==> src/rtl/rf_exec_seq.sv <==
// Execute/writeback sequencer that reads two register file operands, computes an ALU or
// shift-add multiply result, and writes it back through the register file write port.
module rf_exec_seq #(
   parameter int W  = 16,
   parameter int AW = 3
) (
   input  logic          clk,
   input  logic          reset,
   input  logic          instr_valid,
   output logic          instr_ready,
   input  logic [2:0]    op,
   input  logic [AW-1:0] rd,
   input  logic [AW-1:0] rs_a,
   input  logic [AW-1:0] rs_b,
   output logic [AW-1:0] rd_addr_a,
   output logic [AW-1:0] rd_addr_b,
   input  logic [W-1:0]  d_out_a,
   input  logic [W-1:0]  d_out_b,
   output logic          wr,
   output logic [AW-1:0] wr_addr,
   output logic [W-1:0]  d_in,
   output logic          busy,
   output logic          done,
   output logic          flag_z,
   output logic          flag_c
);

   localparam int CW = $clog2(W);
   localparam logic [CW-1:0] CNT_LAST = CW'(W - 1);

   localparam logic [2:0] OP_ADD = 3'd0;
   localparam logic [2:0] OP_SUB = 3'd1;
   localparam logic [2:0] OP_AND = 3'd2;
   localparam logic [2:0] OP_OR  = 3'd3;
   localparam logic [2:0] OP_XOR = 3'd4;
   localparam logic [2:0] OP_SHL = 3'd5;
   localparam logic [2:0] OP_MUL = 3'd6;
   localparam logic [2:0] OP_MOV = 3'd7;

   typedef enum logic [2:0] {
      S_IDLE = 3'd0,
      S_READ = 3'd1,
      S_EXEC = 3'd2,
      S_MUL  = 3'd3,
      S_WB   = 3'd4
   } state_t;

   state_t state;
   state_t state_nxt;

   logic [2:0]      op_q;
   logic [AW-1:0]   rd_q;
   logic [W-1:0]    opa;
   logic [W-1:0]    opb;
   logic [2*W-1:0]  acc;
   logic [CW-1:0]   cnt;
   logic [W-1:0]    result;
   logic            res_c;

   logic [W:0]      alu_wide;
   logic [2*W-1:0]  mul_add;
   logic [2*W-1:0]  acc_sum;
   logic [W-1:0]    result_nxt;
   logic            res_c_nxt;

   logic            instr_ready_nxt;
   logic            busy_nxt;
   logic            wr_nxt;
   logic            done_nxt;
   logic [AW-1:0]   wr_addr_nxt;
   logic [W-1:0]    d_in_nxt;

   // State register
   always_ff @(posedge clk or posedge reset) begin
      if (reset) begin
         state <= S_IDLE;
      end else begin
         state <= state_nxt;
      end
   end

   // Next-state decode
   always_comb begin
      state_nxt = state;
      case (state)
         S_IDLE: begin
            if (instr_valid) begin
               state_nxt = S_READ;
            end else begin
               state_nxt = S_IDLE;
            end
         end
         S_READ: begin
            if (op_q == OP_MUL) begin
               state_nxt = S_MUL;
            end else begin
               state_nxt = S_EXEC;
            end
         end
         S_EXEC: state_nxt = S_WB;
         S_MUL: begin
            if (cnt == CNT_LAST) begin
               state_nxt = S_WB;
            end else begin
               state_nxt = S_MUL;
            end
         end
         S_WB:    state_nxt = S_IDLE;
         default: state_nxt = S_IDLE;
      endcase
   end

   // Single-cycle ALU; bit W carries the carry, borrow or last bit shifted out
   always_comb begin
      alu_wide = {(W+1){1'b0}};
      case (op_q)
         OP_ADD:  alu_wide = {1'b0, opa} + {1'b0, opb};
         OP_SUB:  alu_wide = {1'b0, opa} - {1'b0, opb};
         OP_AND:  alu_wide = {1'b0, opa & opb};
         OP_OR:   alu_wide = {1'b0, opa | opb};
         OP_XOR:  alu_wide = {1'b0, opa ^ opb};
         OP_SHL:  alu_wide = {1'b0, opa} << opb[CW-1:0];
         OP_MOV:  alu_wide = {1'b0, opa};
         OP_MUL:  alu_wide = {(W+1){1'b0}};
         default: alu_wide = {(W+1){1'b0}};
      endcase
   end

   // One shift-add multiply step, LSB of opB first
   always_comb begin
      mul_add = {(2*W){1'b0}};
      if (opb[cnt]) begin
         mul_add = {{W{1'b0}}, opa} << cnt;
      end else begin
         mul_add = {(2*W){1'b0}};
      end
      acc_sum = acc + mul_add;
   end

   // Result capture at the end of EXEC or the last multiply step
   always_comb begin
      result_nxt = result;
      res_c_nxt  = res_c;
      if (state == S_EXEC) begin
         result_nxt = alu_wide[W-1:0];
         res_c_nxt  = alu_wide[W];
      end else if ((state == S_MUL) && (cnt == CNT_LAST)) begin
         result_nxt = acc_sum[W-1:0];
         res_c_nxt  = |acc_sum[2*W-1:W];
      end else begin
         result_nxt = result;
         res_c_nxt  = res_c;
      end
   end

   // Instruction latch, operand capture, multiply iteration and flags
   always_ff @(posedge clk or posedge reset) begin
      if (reset) begin
         op_q      <= 3'd0;
         rd_q      <= {AW{1'b0}};
         rd_addr_a <= {AW{1'b0}};
         rd_addr_b <= {AW{1'b0}};
         opa       <= {W{1'b0}};
         opb       <= {W{1'b0}};
         acc       <= {(2*W){1'b0}};
         cnt       <= {CW{1'b0}};
         result    <= {W{1'b0}};
         res_c     <= 1'b0;
         flag_z    <= 1'b0;
         flag_c    <= 1'b0;
      end else begin
         result <= result_nxt;
         res_c  <= res_c_nxt;
         case (state)
            S_IDLE: begin
               if (instr_valid) begin
                  op_q      <= op;
                  rd_q      <= rd;
                  rd_addr_a <= rs_a;
                  rd_addr_b <= rs_b;
               end
            end
            S_READ: begin
               opa <= d_out_a;
               opb <= d_out_b;
               acc <= {(2*W){1'b0}};
               cnt <= {CW{1'b0}};
            end
            S_MUL: begin
               acc <= acc_sum;
               cnt <= cnt + CW'(1);
            end
            S_WB: begin
               flag_z <= (result == {W{1'b0}});
               flag_c <= res_c;
            end
            default: begin
               acc <= acc;
            end
         endcase
      end
   end

   // Output decode from the upcoming state so that every output leaves a flop
   always_comb begin
      instr_ready_nxt = 1'b0;
      busy_nxt        = 1'b0;
      wr_nxt          = 1'b0;
      done_nxt        = 1'b0;
      wr_addr_nxt     = {AW{1'b0}};
      d_in_nxt        = {W{1'b0}};
      if (state_nxt == S_IDLE) begin
         instr_ready_nxt = 1'b1;
         busy_nxt        = 1'b0;
      end else begin
         instr_ready_nxt = 1'b0;
         busy_nxt        = 1'b1;
      end
      if (state_nxt == S_WB) begin
         wr_nxt      = 1'b1;
         done_nxt    = 1'b1;
         wr_addr_nxt = rd_q;
         d_in_nxt    = result_nxt;
      end else begin
         wr_nxt      = 1'b0;
         done_nxt    = 1'b0;
         wr_addr_nxt = {AW{1'b0}};
         d_in_nxt    = {W{1'b0}};
      end
   end

   // Output registers
   always_ff @(posedge clk or posedge reset) begin
      if (reset) begin
         instr_ready <= 1'b1;
         busy        <= 1'b0;
         wr          <= 1'b0;
         done        <= 1'b0;
         wr_addr     <= {AW{1'b0}};
         d_in        <= {W{1'b0}};
      end else begin
         instr_ready <= instr_ready_nxt;
         busy        <= busy_nxt;
         wr          <= wr_nxt;
         done        <= done_nxt;
         wr_addr     <= wr_addr_nxt;
         d_in        <= d_in_nxt;
      end
   end

endmodule
==> config.mk <==
export PLATFORM = sky130hd
export DESIGN_NAME = rf_exec_seq
export DESIGN_NICKNAME = d
export VERILOG_FILES = /design/src/rtl/rf_exec_seq.sv
export SDC_FILE = /design/constraint.sdc
export NUM_CORES = 1
export LEC_CHECK = 0
export BUFFER_PORTS_ARGS = -buffer_cell sky130_fd_sc_hd__buf_2
export CAP_MARGIN = 25
export CORE_MARGIN = 8
export CORE_UTILIZATION = 35
export CTS_CLUSTER_DIAMETER = 120
export DETAILED_ROUTE_END_ITERATION = 8
export HOLD_SLACK_MARGIN = 0.12
export PLACE_DENSITY_LB_ADDON = 0.12
export SLEW_MARGIN = 20
export SYNTH_ARGS = -nofsm -noshare
export SYNTH_HDL_FRONTEND = slang
export SYNTH_SLANG_ARGS = --single-unit
==> constraint.sdc <==
create_clock -name clk -period 5.1 [get_ports clk]
set_input_delay 0.255 -clock clk [delete_from_list [all_inputs] [get_ports clk]]
set_output_delay 0.255 -clock clk [all_outputs]
set_load 0.005 [all_outputs]
==> results of run 1 <==
layout by cell type, fill, tap and decap left out, types with 37 or more instances in the layout:
master and instances:
dfrtp_1 123, mux2i_1 37, a21oi_1 86, ha_1 82
nor2_1 78, o21ai_0 124, buf_2 77, inv_1 54
nand2_1 159, buf_4 40, xnor2_1 37, dlygate4sd3_1 45
stage by stage:
stage / cells / worst slack (ps) / util
6_report: 1725 / 318 / 0.420
5_1_grt: 1725 / 22.0 / 0.420
4_1_cts: 1725 / 363 / 0.420
3_5_place_dp: 1648 / 382 / 0.385
3_3_place_gp: 1646 / 378 / 0.384
2_1_floorplan: 1222 / 837 / -
cell families after synthesis:
logic type      share of synthesized area
compound gates                      0.241
buf+inv                            0.0551
simple gates                        0.170
xor+xnor                           0.0428
flops                               0.304
fa+ha+maj                           0.104
mux                                0.0836
per-layer routing:
metal,up-vias,GRT usage,part of all wire
met4,0,0.0751,0.031
met2,309,0.371,0.50
met1,4762,0.258,0.42
met3,69,0.0352,0.044
li1,4628,-,-
met5,-,0,0
power by group through the flow:
stage	Combinational (mW)	Clock (mW)	Sequential, mW
after CTS	5.58	1.21	1.74
after detailed placement	5.52	0	1.76
after global placement	5.50	0	1.76
after floorplan	3.77	0	1.66
after global routing	6.15	1.24	1.80
final	5.60	1.18	1.75
sequential cells by signal (all words and copies together) (netlist names):
signal,flops
res_c,1
cnt,4
state,3
busy,1
opb,16
acc,32
instr_ready,1
rd_q,3
rd_addr_b,3
flag_z,1
rd_addr_a,3
done,1
wr_addr,3
result,16
flag_c,1
opa,16
op_q,3
d_in,16
worst min-delay path, stage by stage:
cell      delay (ps)
buf_2            100
nand2b_1          60
a21oi_1           60
a31oi_1          130
nor2_1            60
final timing paths:
kind | to | cells past startpoint | startpoint | slack [ps]
worst max-delay path | res_c | 17 | cnt[0] | 320
worst min-delay path | state[0] | 5 | instr_valid | 280
worst max register to register | res_c | 17 | cnt[0] | 320
worst min register to register | wr_addr[1] | 1 | rd_q[1] | 470
max in group asynchronous | result[7] | 4 | reset | 3420
min in group asynchronous | opa[11] | 3 | reset | 510
final cells by class:
type	instances	area share
Clock buffer	19	0.0367
Multi-Input combinational cell	963	0.544
Inverter	59	0.0187
Tap cell	384	0.0398
Clock inverter	13	0.00880
Timing Repair Buffer	163	0.0950
Sequential cell	124	0.257
==> metrics.cfg, run 1 <==
[power]
seqPwrFrac=0.205
combPwrFrac=0.656
ir_worst_vdd_v=0.000434
leakagePower_nw=5.50
internal-power_mw=4.13
p_per_area_nw_per_um2=706
total_power_mw=8.53
switching_share=0.516
p_switching_mw=4.40
p_clk_frac=0.138

[critical_path]
cp_top_family=compound AO/OA/AOI/OAI gates
max_stage_delay_ps=560
critPathKind=reg2reg
slowest_stage=mux4_2
cp_max_fo=26
path_cells=buf_4 -> mux4_2 -> o21ai_1 -> a21o_1 -> and2_1 -> buf_4 -> nor2_1 -> ha_1 -> a21oi_1 -> o21bai_1 -> a311o_1 -> a31oi_1 -> nand3_1 -> xnor2_1 -> nand3_1 -> nor4_1 -> a31oi_1
worst_setup_path_end_kind=register
critical_path_arrival_ps=5090
start_kind=register
cp_num_buf_inv=2
required_ps=5410

[die]
die_height_um=187
std_cell_rows=62
dieArea_um2=34900
core-area_um2=28800
pin_count=78
start_util=0.355
die_w_um=187

[timing]
clock.fmax_mhz=209
period_needed_ps=4780
fin_crit_sh=0.938
worst_slew_pin_slew_ps=772
slew_viol_final=0
fin_hold_ws_ps=280
setup_viol=0
hold_viol=0
rsz0062_at_grt=false
max-slew-margin-rel=0.486
fin_setup_tns_ps=0
final.setup_skew_ps=16.4

[finish]
multi_input_area_um2=6570
final_cell_area_um2=12100
drive_above_1_share=0.149
syn2layout_area_growth_pct=18.1
antenna_cells=0
regArea_um2=3100
fillers=2902
final_nets=1459

[route]
drc=0
vias_per_cell=5.66
drtAntennaViolNets=0
vias=9768
drt-pass1-iter-count=5
wl_um=37400
dr.first_iter.drc_count=754
routedWlPerCell_um=21.7

[clock_network]
postCtsHoldBufs=45
clock_path_buffers=2
post-cts-setup-buffer-count=0
clk_pin_slew_worst_paths_ps=70
cts_root_buf=clkbuf_16
cts_made_buffers=17
tritoncts=built
htree_levels=4
cts_sinks=124
insertion_delay_ps=440
ctsResizeCount=0

[grt]
groute.usage.overall=0.212
grt_pass1_vias=9866
grt_pass1_wl_um=58400
antenna_found_initial=0
grt_max_degree=77
grt_overflow=0

[placement]
hpwl_um=28200
dpl_cell_area_um2=11100
place_congestion=0.927
numPortBuffers=77

[synthesis]
synthCells=1222
synth_cell_type_count=74
synth_area_um2=10200
synth_most_common_cell=nand2_1
syn_nets=1353
yosysSeqAreaShare=0.304
synth_warnings=0
synthTopCellsByCount=nand2_1 (159), o21ai_0 (124), dfrtp_1 (123), a21oi_1 (86), ha_1 (82)
synth.area.top_cells=dfrtp_1 (30%), ha_1 (10%), o21ai_0 (6.1%)
synth_top_area_frac=0.301
ys_async_sr_fraction=1.00
synth_area_leader_cell=dfrtp_1
synth_seq_cells=124
avgSynthCellArea_um2=8.37
ys.flop_type=dfrtp_1
synth_edf_count=0

[min_path]
hold_path_class=in2reg

[job]
cap_violations=0

[status]
run_status=complete, no violations

No activity file was read; power rests on OpenSTA's default activity.
==> inputs of run 2 (changes only) <==
Settings changed: ABC_AREA from default to 1.
==> metrics.cfg, run 2 <==
[status]
run_status=complete, no violations

[synthesis]
yosysSeqAreaShare=0.284
ys.flop_type=dfrtp_1
synth.area.top_cells=dfrtp_1 (28%), nand2_1 (18%), ha_1 (9.4%)
synthTopCellsByCount=nand2_1 (527), inv_1 (246), o21ai_0 (160), dfrtp_1 (123), nor2_1 (109)
synth_area_um2=10900
synth_edf_count=0
ys_async_sr_fraction=1.00
synth_most_common_cell=nand2_1
synthCells=1671
synth_seq_cells=124
avgSynthCellArea_um2=6.54
synth_area_leader_cell=dfrtp_1
synth_top_area_frac=0.282
synth_warnings=0
synth_cell_type_count=53
syn_nets=1802

[min_path]
hold_path_class=reg2reg

[die]
start_util=0.356
dieArea_um2=37100
die_height_um=193
pin_count=78
core-area_um2=30700
std_cell_rows=64
die_w_um=193

[grt]
antenna_found_initial=0
grt_overflow=0
grt_pass1_wl_um=64500
groute.usage.overall=0.229
grt_max_degree=81
grt_pass1_vias=11200

[finish]
antenna_cells=0
final_nets=1904
final_common_cell=nand2_1
drive_above_1_share=0.0946
fin_util=0.414
mostFrequentLayoutCells=nand2_1 (527), inv_1 (245), o21ai_0 (160), dfrtp_1 (123), nor2_1 (108)
fillers=3355
regMostFlops=acc
largest_register_ffs=32
syn2layout_area_growth_pct=16.1
final_cell_area_um2=12700

[clock_network]
clk_pin_slew_worst_paths_ps=70
cts_made_buffers=17
cts_root_buf=clkbuf_16
ctsResizeCount=0
insertion_delay_ps=440
clock_path_buffers=2
htree_levels=4
cts_sinks=124
tritoncts=built

[critical_path]
critical_path_arrival_ps=4710
critPathKind=reg2reg
max_stage_delay_ps=760
cp_max_fo=23
required_ps=5420
slowest_stage=dfrtp_1
path_cells=clkinv_1 -> buf_4 -> nand3_1 -> nand3_1 -> nand2_2 -> o21ai_0 -> inv_1 -> ha_1 -> nand2_1 -> nor2_1 -> and2_1 -> nand3b_1 -> nand4_1 -> nand2_1 -> nor2_1 -> nand2_1 -> nor2_1 -> nand3_1 -> nand2_1 -> nand2_1
worst_setup_path_end_kind=register
crit_top_cell=nand2_1
start_kind=register

[timing]
fin_hold_ws_ps=486
fin_setup_tns_ps=0
hold_viol=0
final.setup_skew_ps=11.8
worst_slew_pin_slew_ps=903
rsz0062_at_grt=false
setup_slack_ps=717
slew_viol_final=0
max-slew-margin-rel=0.396
setup_viol=0
clock.fmax_mhz=228
fin_crit_sh=0.859
period_needed_ps=4380

[placement]
dpl_cell_area_um2=11700
place_congestion=0.979
place_worst_setup_slack_ps=746
hpwl_um=33000
numPortBuffers=77

[route]
drc=0
wl_um=41600
vias=11200
drtAntennaViolNets=0
drt-pass1-iter-count=5
routedWlPerCell_um=19.1
dr.first_iter.drc_count=759
vias_per_cell=5.13

[job]
cap_violations=0

[power]
leakagePower_nw=6.83
ir_worst_vdd_v=0.000288
p_per_area_nw_per_um2=642

[run 2: worst max-delay path, delay by kind of cell, from the launching register on]
family	cells	cell delay [ps]
flops	1	760
fa+ha+maj	1	240
simple gates	15	2270
buf+inv	3	680
compound gates	1	290
[run 2: per-stage QoR]
stage	total power, mW	cells
after floorplan	5.15	1671
after global placement	6.90	2105
after detailed placement	6.88	2105
after CTS	8.17	2182
after global routing	8.85	2182
final	8.15	2182
[run 2: layer usage]
| layer | up-vias | GRT usage | wire, um |
|---|---|---|---|
| met5 | - | 0 | 0 |
| met4 | 0 | 0.0890 | 1410 |
| met3 | 73 | 0.0289 | 1660 |
| met2 | 282 | 0.417 | 21300 |
| met1 | 5253 | 0.268 | 17300 |
| li1 | 5590 | - | - |
[run 2: logic make-up after synthesis]
family,count (synthesis),share of synthesized area
AO/OA/AOI/OAI,320,0.165
multiplexers,10,0.00985
adder cells (fa/ha/maj),84,0.0976
XOR/XNOR,30,0.0241
flip-flops,124,0.284
buffers and inverters,311,0.114
AND/OR/NAND/NOR,792,0.305
[run 2: area by class of cell]
class | count | area (um2) | area share
flip-flops and latches | 124 | 3100 | 0.245
clock inverters | 13 | 118 | 0.00927
clock buffers | 19 | 453 | 0.0357
repair buffers | 136 | 941 | 0.0742
inverters | 258 | 986 | 0.0777
multi-input cells | 1236 | 6590 | 0.519
well taps | 396 | 495 | 0.0391
[run 2: final timing paths]
kind	start	to	slack [ps]	cells past startpoint
setup / recovery	cnt[2]	res_c	720	20
hold / removal	flag_c	flag_c	490	2
setup reg to reg	cnt[2]	res_c	720	20
hold reg to reg	flag_c	flag_c	490	2
max in group asynchronous	reset	opa[14]	3430	4
min in group asynchronous	reset	acc[5]	510	3
[run 2: report_power, final]
group	switching (mW)	internal, mW
clock network	0.513	0.697
logic	3.56	1.62
registers	0.407	1.35
[run 2: what timing repair did]
action                                 CTS  global route
endpoints found under the hold margin  122             0
setup buffers                            0             0
setup endpoints to repair                0             0
hold buffers                            45             0
